## config.mk

```make
export PLATFORM = sky130hd
export DESIGN_NAME = cache_controller
export DESIGN_NICKNAME = d
export VERILOG_FILES = /design/src/rtl/cache_controller.sv
export SDC_FILE = /design/constraint.sdc
export NUM_CORES = 1
export LEC_CHECK = 0
export CAP_MARGIN = 40
export CORE_AREA = 2 2 142 144
export DETAILED_ROUTE_END_ITERATION = 8
export DIE_AREA = 0 0 144 146
export GPL_TIMING_DRIVEN = 0
export PLACE_DENSITY_LB_ADDON = 0.2
export SLEW_MARGIN = 10
export SYNTH_ARGS = -nofsm -noshare
export SYNTH_HDL_FRONTEND = slang
export SYNTH_SLANG_ARGS = --single-unit
```

## constraint.sdc

```tcl
create_clock -name clk -period 2.8 [get_ports clk]
set_clock_uncertainty 0.05 [all_clocks]
set_input_delay 0.84 -clock clk [delete_from_list [all_inputs] [get_ports clk]]
set_output_delay 0.84 -clock clk [all_outputs]
set_load 0.005 [all_outputs]
```

## src/rtl/cache_controller.sv

```systemverilog
// rtl/cache_controller.sv - sequencer for the 2-way write-through cache datapath and its RAM bus
module cache_controller #(
    parameter int LINES = 8,
    parameter int WORDS = 8
) (
    input  logic        clk,
    input  logic        rst,
    input  logic        cpu_req_i,
    input  logic        cpu_we_i,
    input  logic [31:0] cpu_addr_i,
    input  logic [31:0] cpu_wdata_i,
    output logic [31:0] cpu_rdata_o,
    output logic        cpu_ready_o,
    output logic        c_write_o,
    output logic        c_force_write_o,
    output logic        c_ram_buf_write_o,
    output logic        c_read_ram_buf_o,
    output logic        c_pos_o,
    output logic [31:0] c_address_o,
    output logic [31:0] c_data_in_o,
    input  logic        c_hit_i,
    input  logic        c_full_i,
    input  logic        c_empty_i,
    input  logic [31:0] c_data_i,
    input  logic [31:0] c_addr_to_mem_i,
    input  logic [31:0] c_data_to_mem_i,
    output logic        mem_req_o,
    output logic        mem_we_o,
    output logic [31:0] mem_addr_o,
    output logic [31:0] mem_wdata_o,
    input  logic [31:0] mem_rdata_i,
    input  logic        mem_ack_i
);

    localparam int LINE_W = $clog2(LINES);
    localparam int WORD_W = $clog2(WORDS);
    localparam int OFF_W  = WORD_W + 2;

    typedef enum logic [1:0] {
        S_IDLE   = 2'd0,
        S_DRAIN  = 2'd1,
        S_REFILL = 2'd2
    } state_e;

    state_e              state_q, state_d;
    logic [WORD_W-1:0]   cnt_q, cnt_d;
    logic [LINES-1:0]    victim_q, victim_d;
    // Line base latched at miss time so a mid-burst CPU address change cannot corrupt the refill.
    logic [31-OFF_W:0]   base_q, base_d;
    logic [LINE_W-1:0]   line;
    logic [31:0]         refill_addr;

    assign line        = base_q[LINE_W-1:0];
    assign refill_addr = {base_q, cnt_q, 2'b00};

    always_ff @(posedge clk) begin
        if (rst) begin
            state_q  <= S_IDLE;
            cnt_q    <= '0;
            victim_q <= '0;
            base_q   <= '0;
        end else begin
            state_q  <= state_d;
            cnt_q    <= cnt_d;
            victim_q <= victim_d;
            base_q   <= base_d;
        end
    end

    always_comb begin
        state_d           = state_q;
        cnt_d             = cnt_q;
        victim_d          = victim_q;
        base_d            = base_q;
        cpu_rdata_o       = '0;
        cpu_ready_o       = 1'b0;
        c_write_o         = 1'b0;
        c_force_write_o   = 1'b0;
        c_ram_buf_write_o = 1'b0;
        c_read_ram_buf_o  = 1'b0;
        c_pos_o           = 1'b0;
        c_address_o       = cpu_addr_i;
        c_data_in_o       = cpu_wdata_i;
        mem_req_o         = 1'b0;
        mem_we_o          = 1'b0;
        mem_addr_o        = '0;
        mem_wdata_o       = '0;

        if (!rst) begin
            unique case (state_q)
                S_IDLE: begin
                    if (cpu_req_i) begin
                        if (!cpu_we_i) begin
                            if (c_hit_i) begin
                                cpu_ready_o = 1'b1;
                                cpu_rdata_o = c_data_i;
                            end else if (c_empty_i) begin
                                state_d = S_REFILL;
                                base_d  = cpu_addr_i[31:OFF_W];
                                cnt_d   = '0;
                            end else begin
                                // RAM must be current before the line is fetched.
                                state_d = S_DRAIN;
                            end
                        end else if (!c_full_i) begin
                            cpu_ready_o       = 1'b1;
                            c_write_o         = 1'b1;
                            c_ram_buf_write_o = 1'b1;
                        end else begin
                            state_d = S_DRAIN;
                        end
                    end else if (!c_empty_i) begin
                        state_d = S_DRAIN;
                    end
                end

                S_DRAIN: begin
                    mem_req_o   = 1'b1;
                    mem_we_o    = 1'b1;
                    mem_addr_o  = c_addr_to_mem_i;
                    mem_wdata_o = c_data_to_mem_i;
                    if (mem_ack_i) begin
                        c_read_ram_buf_o = 1'b1;
                        state_d          = S_IDLE;
                    end
                end

                S_REFILL: begin
                    mem_req_o  = 1'b1;
                    mem_addr_o = refill_addr;
                    if (mem_ack_i) begin
                        c_write_o       = 1'b1;
                        c_force_write_o = 1'b1;
                        c_pos_o         = victim_q[line];
                        c_address_o     = refill_addr;
                        c_data_in_o     = mem_rdata_i;
                        cnt_d           = cnt_q + 1'b1;
                        if (cnt_q == WORD_W'(WORDS - 1)) begin
                            victim_d[line] = ~victim_q[line];
                            state_d        = S_IDLE;
                        end
                    end
                end

                default: state_d = S_IDLE;
            endcase
        end
    end

endmodule
```

; ---- Word level (Yosys, flattened, before mapping)
; Cells that the tools add are included.
[classes]
addsub = 1
magnitude_cmp = 2
eq_ne = 13
mux = 60
n_bitwise = 3
reduce_logical = 8
[op_table]
columns = cell, n
row1 = $mux 32, 14
row2 = $pmux 32 s2, 1
row3 = $mux 1, 25
row4 = $mux 2, 9
row5 = $mux 3, 5
row6 = $ne 2x2->1 const B, 7
row7 = $reduce_and 6->1, 2
row8 = $bwmux 8, 1
row9 = $ne 4x4->1 const B, 2
row10 = $pmux 2 s3, 1
row11 = $pmux 3 s2, 1
row12 = $reduce_and 5->1, 1
row13 = $lt 3x4->1 const B, 1
row14 = $add 3x1->3 const B, 1
row15 = $bmux 1 s3, 1
row16 = $demux 1 s3, 1
row17 = $eq 3x3->1 const B, 1
row18 = $ge 3x1->1 const B, 1
row19 = $ne 3x3->1 const B, 1
row20 = $not 1->1, 3
row21 = $reduce_and 3->1, 1
row22 = $eq 2x1->1 const B, 1
row23 = $eq 2x2->1 const B, 1
row24 = $logic_not 2->1, 1
row25 = other kinds (4), 4
[totals]
regBits = 40
inputBits = 200
out_inout_bits = 168
wordCells = 91

; ---- Depth between registers and ports, before layout
; Gate-level depths: netlist (run 1).
[logic_depth]
depth_word = 5
ltp_mapped = 9
mapped_depth_nobuf = 6

; ---- Worst setup path before layout (run 1)
; OpenSTA, ideal clock, no wires.
[synth_timing]
path_kind = input to output
start = input rst
end = output c_address_o[23]
arrival_time_ns = 1.786
required_ns = 1.910
setup_slack_ns = 0.124
stages = 6
n_path_buf = 3
cell_sequence = buf_2 nand3b_1 buf_2 buf_1 nand2_1 nand2_1
[synth_via]
elab_chain_len = 1
[synth_lines]
columns = item, line
row1 = "start, declared", 7  ; input logic rst,
row2 = $mux 32, 89  ; if (!rst) begin
row3 = "end, declared", 19  ; output logic [31:0] c_address_o,
; No other way between the ends.

; ---- Worst setup path in the final report (run 1)
[layout_timing]
start = input rst
end = output mem_addr_o[28]
[layout_via]
elab_chain_len = 1
[layout_lines]
columns = item, line
row1 = $mux 32, 89
row2 = "end, declared", 29  ; output logic [31:0] mem_addr_o,
; No other way between the ends.

==> results of run 1 <==
==> through the flow <==
stage	power, mW	utilization
2_1_floorplan	0.948	-
3_3_place_gp	1.61	0.385
3_5_place_dp	1.61	0.385
4_1_cts	2.38	0.449
5_1_grt	2.58	0.470
6_report	2.46	0.471
==> flip-flops by register name, summed over array words and instances, names as in the netlist <==
signal,count
state_q,2
base_q,27
cnt_q,3
victim_q,8
==> worst max-delay path, delay by kind of cell <==
family	cells	cell delay (ns)
buf+inv	3	0.83
simple gates	2	0.35
==> logic make-up (layout without fill, tap and decap cells) <==
kind of cell | after synthesis | after routing | synth area share
buffers and inverters | 48 | 502 | 0.0664
adder cells (fa/ha/maj) | 6 | 6 | 0.0218
flip-flops | 40 | 40 | 0.232
AND/OR/NAND/NOR | 373 | 373 | 0.492
other | 0 | 3 | 0
multiplexers | 12 | 12 | 0.0406
AO/OA/AOI/OAI | 79 | 79 | 0.147
==> repair_timing <==
item                                    4_1_cts  5_1_grt
pin swaps                                    58       74
gates resized for setup                     686      229
setup buffers                                61       16
endpoints found under the setup margin      167      142
gates cloned                                 14        0
==> cell usage in the layout (no fill, tap or decap), types with 5 or more instances in the layout <==
master	n
buf_2	58
dfxtp_1	38
mux2i_1	5
nand2_2	68
nand2b_1	7
and2_1	32
nor2_1	37
dlygate4sd2_1	21
a22oi_1	30
nand2_4	21
o21ai_0	6
and2_4	36
a21oi_1	37
buf_6	97
nand2_1	145
buf_12	9
clkdlybuf4s50_1	215
clkbuf_16	9
buf_8	20
clkbuf_2	23
buf_4	23
clkbuf_8	10
==> routing by layer <==
metal / global-route usage / vias to the layer above
met5: 0 / -
met4: 0.0319 / 2
met3: 0.0500 / 16
met2: 0.368 / 201
met1: 0.233 / 2495
li1: - / 2709
==> cell type report <==
class | count | share of cell area
diodes | 3 | 0.000825
plain buffers | 36 | 0.0520
clock buffers | 7 | 0.0168
inverters | 6 | 0.00413
multi-input cells | 470 | 0.321
flip-flops and latches | 40 | 0.0888
well taps | 265 | 0.0364
repair buffers | 453 | 0.480
==> power by group <==
group          leakage, nW  total [mW]  switching, mW  internal [mW]
sequential           0.325       0.601         0.0156          0.586
clock               0.0760       0.608          0.234          0.375
combinational         3.66        1.25          0.499          0.748
total                 4.06        2.46          0.748           1.71
==> worst max-delay path by stage <==
stage,cells past startpoint,to,slack (ns)
2_1_floorplan,6,c_address_o[23],0.12
3_3_place_gp,7,c_address_o[3],-1.50
3_5_place_dp,7,c_address_o[3],-1.48
4_1_cts,9,cpu_rdata_o[8],-0.14
5_1_grt,10,c_address_o[10],-0.17
6_report,5,mem_addr_o[28],-0.11
==> flow_metrics.py, run 1 <==
metrics = {
    "final_layout": {
        "design_area_sq_um": 9100,
        "instances_no_fill": 1280,
        "fillers": 1942,
        "area_delta_synth_final_pct": 164,
        "layout-drive-gt1-share": 0.404,
        "final_nets": 1218,
        "seqCellArea_sq_um": 808,
        "multi_input_area_sq_um": 2920,
    },
    "timing": {
        "min_period_over_period": 1.04,
        "rsz0062_at_grt": "yes",
        "hold_viol_final": 0,
        "clock.fmax_mhz": 343,
        "worst_pin_slew_ns": 0.661,
        "hold_ws_ns": 0.427,
        "post-route-min-period_ns": 2.91,
        "fin_tns_setup_ns": -3.53,
        "final.setup.worst_slack_ns": -0.112,
        "maxSlewHeadroom": 0.559,
        "drv_slew": 0,
        "setup_violations": 49,
    },
    "grt": {
        "globalRoute.totalOverflow": 0,
        "grt_usage": 0.199,
        "grt_max_degree": 12,
        "grt_pass1_wl_um": 32000,
        "first_global_vias": 5337,
        "antenna_found_initial": 4,
    },
    "detailed_routing": {
        "drc": 0,
        "met3WireLength_um": 1780,
        "routed_wl_um": 22300,
        "top_layer_used": "met5",
        "drt-met1-wl_um": 8710,
        "drt-pass1-iter-count": 4,
        "wl_met2_um": 11600,
        "drtIter0Drc": 186,
        "vias": 5423,
        "detail-route-antenna-nets": 0,
        "avgRoutedWirePerCell_um": 17.5,
        "avgViaCountPerCell": 4.24,
    },
    "outcome": {
        "violations": "negative setup slack",
        "status": "finished, violations left",
    },
    "die": {
        "core_sq_um": 19300,
        "rows": 51,
        "die_h_um": 146,
        "dieArea_sq_um": 21000,
        "ios": 368,
        "start_util": 0.178,
        "die_width_um": 144,
    },
    "yosys": {
        "seq_area_frac_synth": 0.232,
        "yosys-top-cells-count": "nand2_1 (231), and2_1 (68), dfxtp_1 (40), a21oi_1 (38), nor2_1 (38)",
        "synth.area.top_cells": "nand2_1 (25%), dfxtp_1 (23%), and2_1 (12%), a22oi_1 (6.5%), a21oi_1 (5.5%)",
        "synthCells": 558,
        "synth_edf_count": 0,
        "ys_types": 37,
        "synth_area_sq_um": 3450,
        "syn_area_per_cell_sq_um": 6.18,
        "synthFlopType": "dfxtp_1",
        "yosys.area.top_type": "nand2_1",
        "synth_top_area_frac": 0.251,
        "syn-num-nets": 764,
        "synth_async_sr_flop_share": 0,
        "ys_seq_elements": 40,
        "yosys_warnings": 0,
        "synth_most_common_cell": "nand2_1",
    },
    "worst_setup_path": {
        "rrSetupSlack_ns": 0.91,
        "r2r_end": "base_q[14]$_SDFFE_PP0P_",
        "cp_slowest_cell": "clkdlybuf4s50_1",
        "rr_worst_depth": 7,
        "path_class": "input port to output pin",
        "end_kind": "output pin",
        "critPathLaunchType": "input port",
        "crit_path_max_incr_delay_ns": 0.52,
        "crit_path_start": "rst",
        "crit_chain": "buf_12 > nand2b_2 > clkbuf_8 > nor2_1 > clkdlybuf4s50_1",
        "crit-reg2reg-launch": "state_q[1]$_SDFFE_PP0P_",
        "required_ns": 1.91,
        "cp_max_fo": 10,
        "arrival_ns": 2.02,
    },
    "clock_tree": {
        "cts.sinks": 40,
        "cts_made_buffers": 5,
        "clock-root-buffer": "clkbuf_16",
        "clock_latency_ns": 0.28,
        "hold_buffers": 0,
        "cts.htree.levels": 2,
        "cts.clk_slew.worst_paths_ns": 0.06,
        "clockBufferDepth": 2,
        "cts_tree": "built",
    },
    "power": {
        "ir_worst_vdd_mv": 0.228,
        "p_leak_nw": 4.06,
        "power_density_nw_per_um2": 270,
    },
    "min_path": {
        "worstHoldEndpoint": "base_q[6]$_SDFFE_PP0P_",
        "hold_path.class": "flop to flop",
        "min_from": "base_q[6]$_SDFFE_PP0P_",
        "min_path_cells": 2,
    },
    "place": {
        "routabilityCongestion": 0.786,
        "placedCellCount": 1189,
        "dpl.hpwl_um": 16700,
        "pre_cts_ws_ns": -1.48,
        "io_buffers": 366,
        "dpl-instance-area_sq_um": 7440,
    },
    "job": {
        "drv_cap": 0,
    },
}
No activity file was read; power rests on OpenSTA's default activity.
==> run 2: changes to the inputs <==
Settings changed: SLEW_MARGIN 10 to unset.
==> results of run 2 <==
The final DEF is identical to that of run 1; final timing and power are the same.
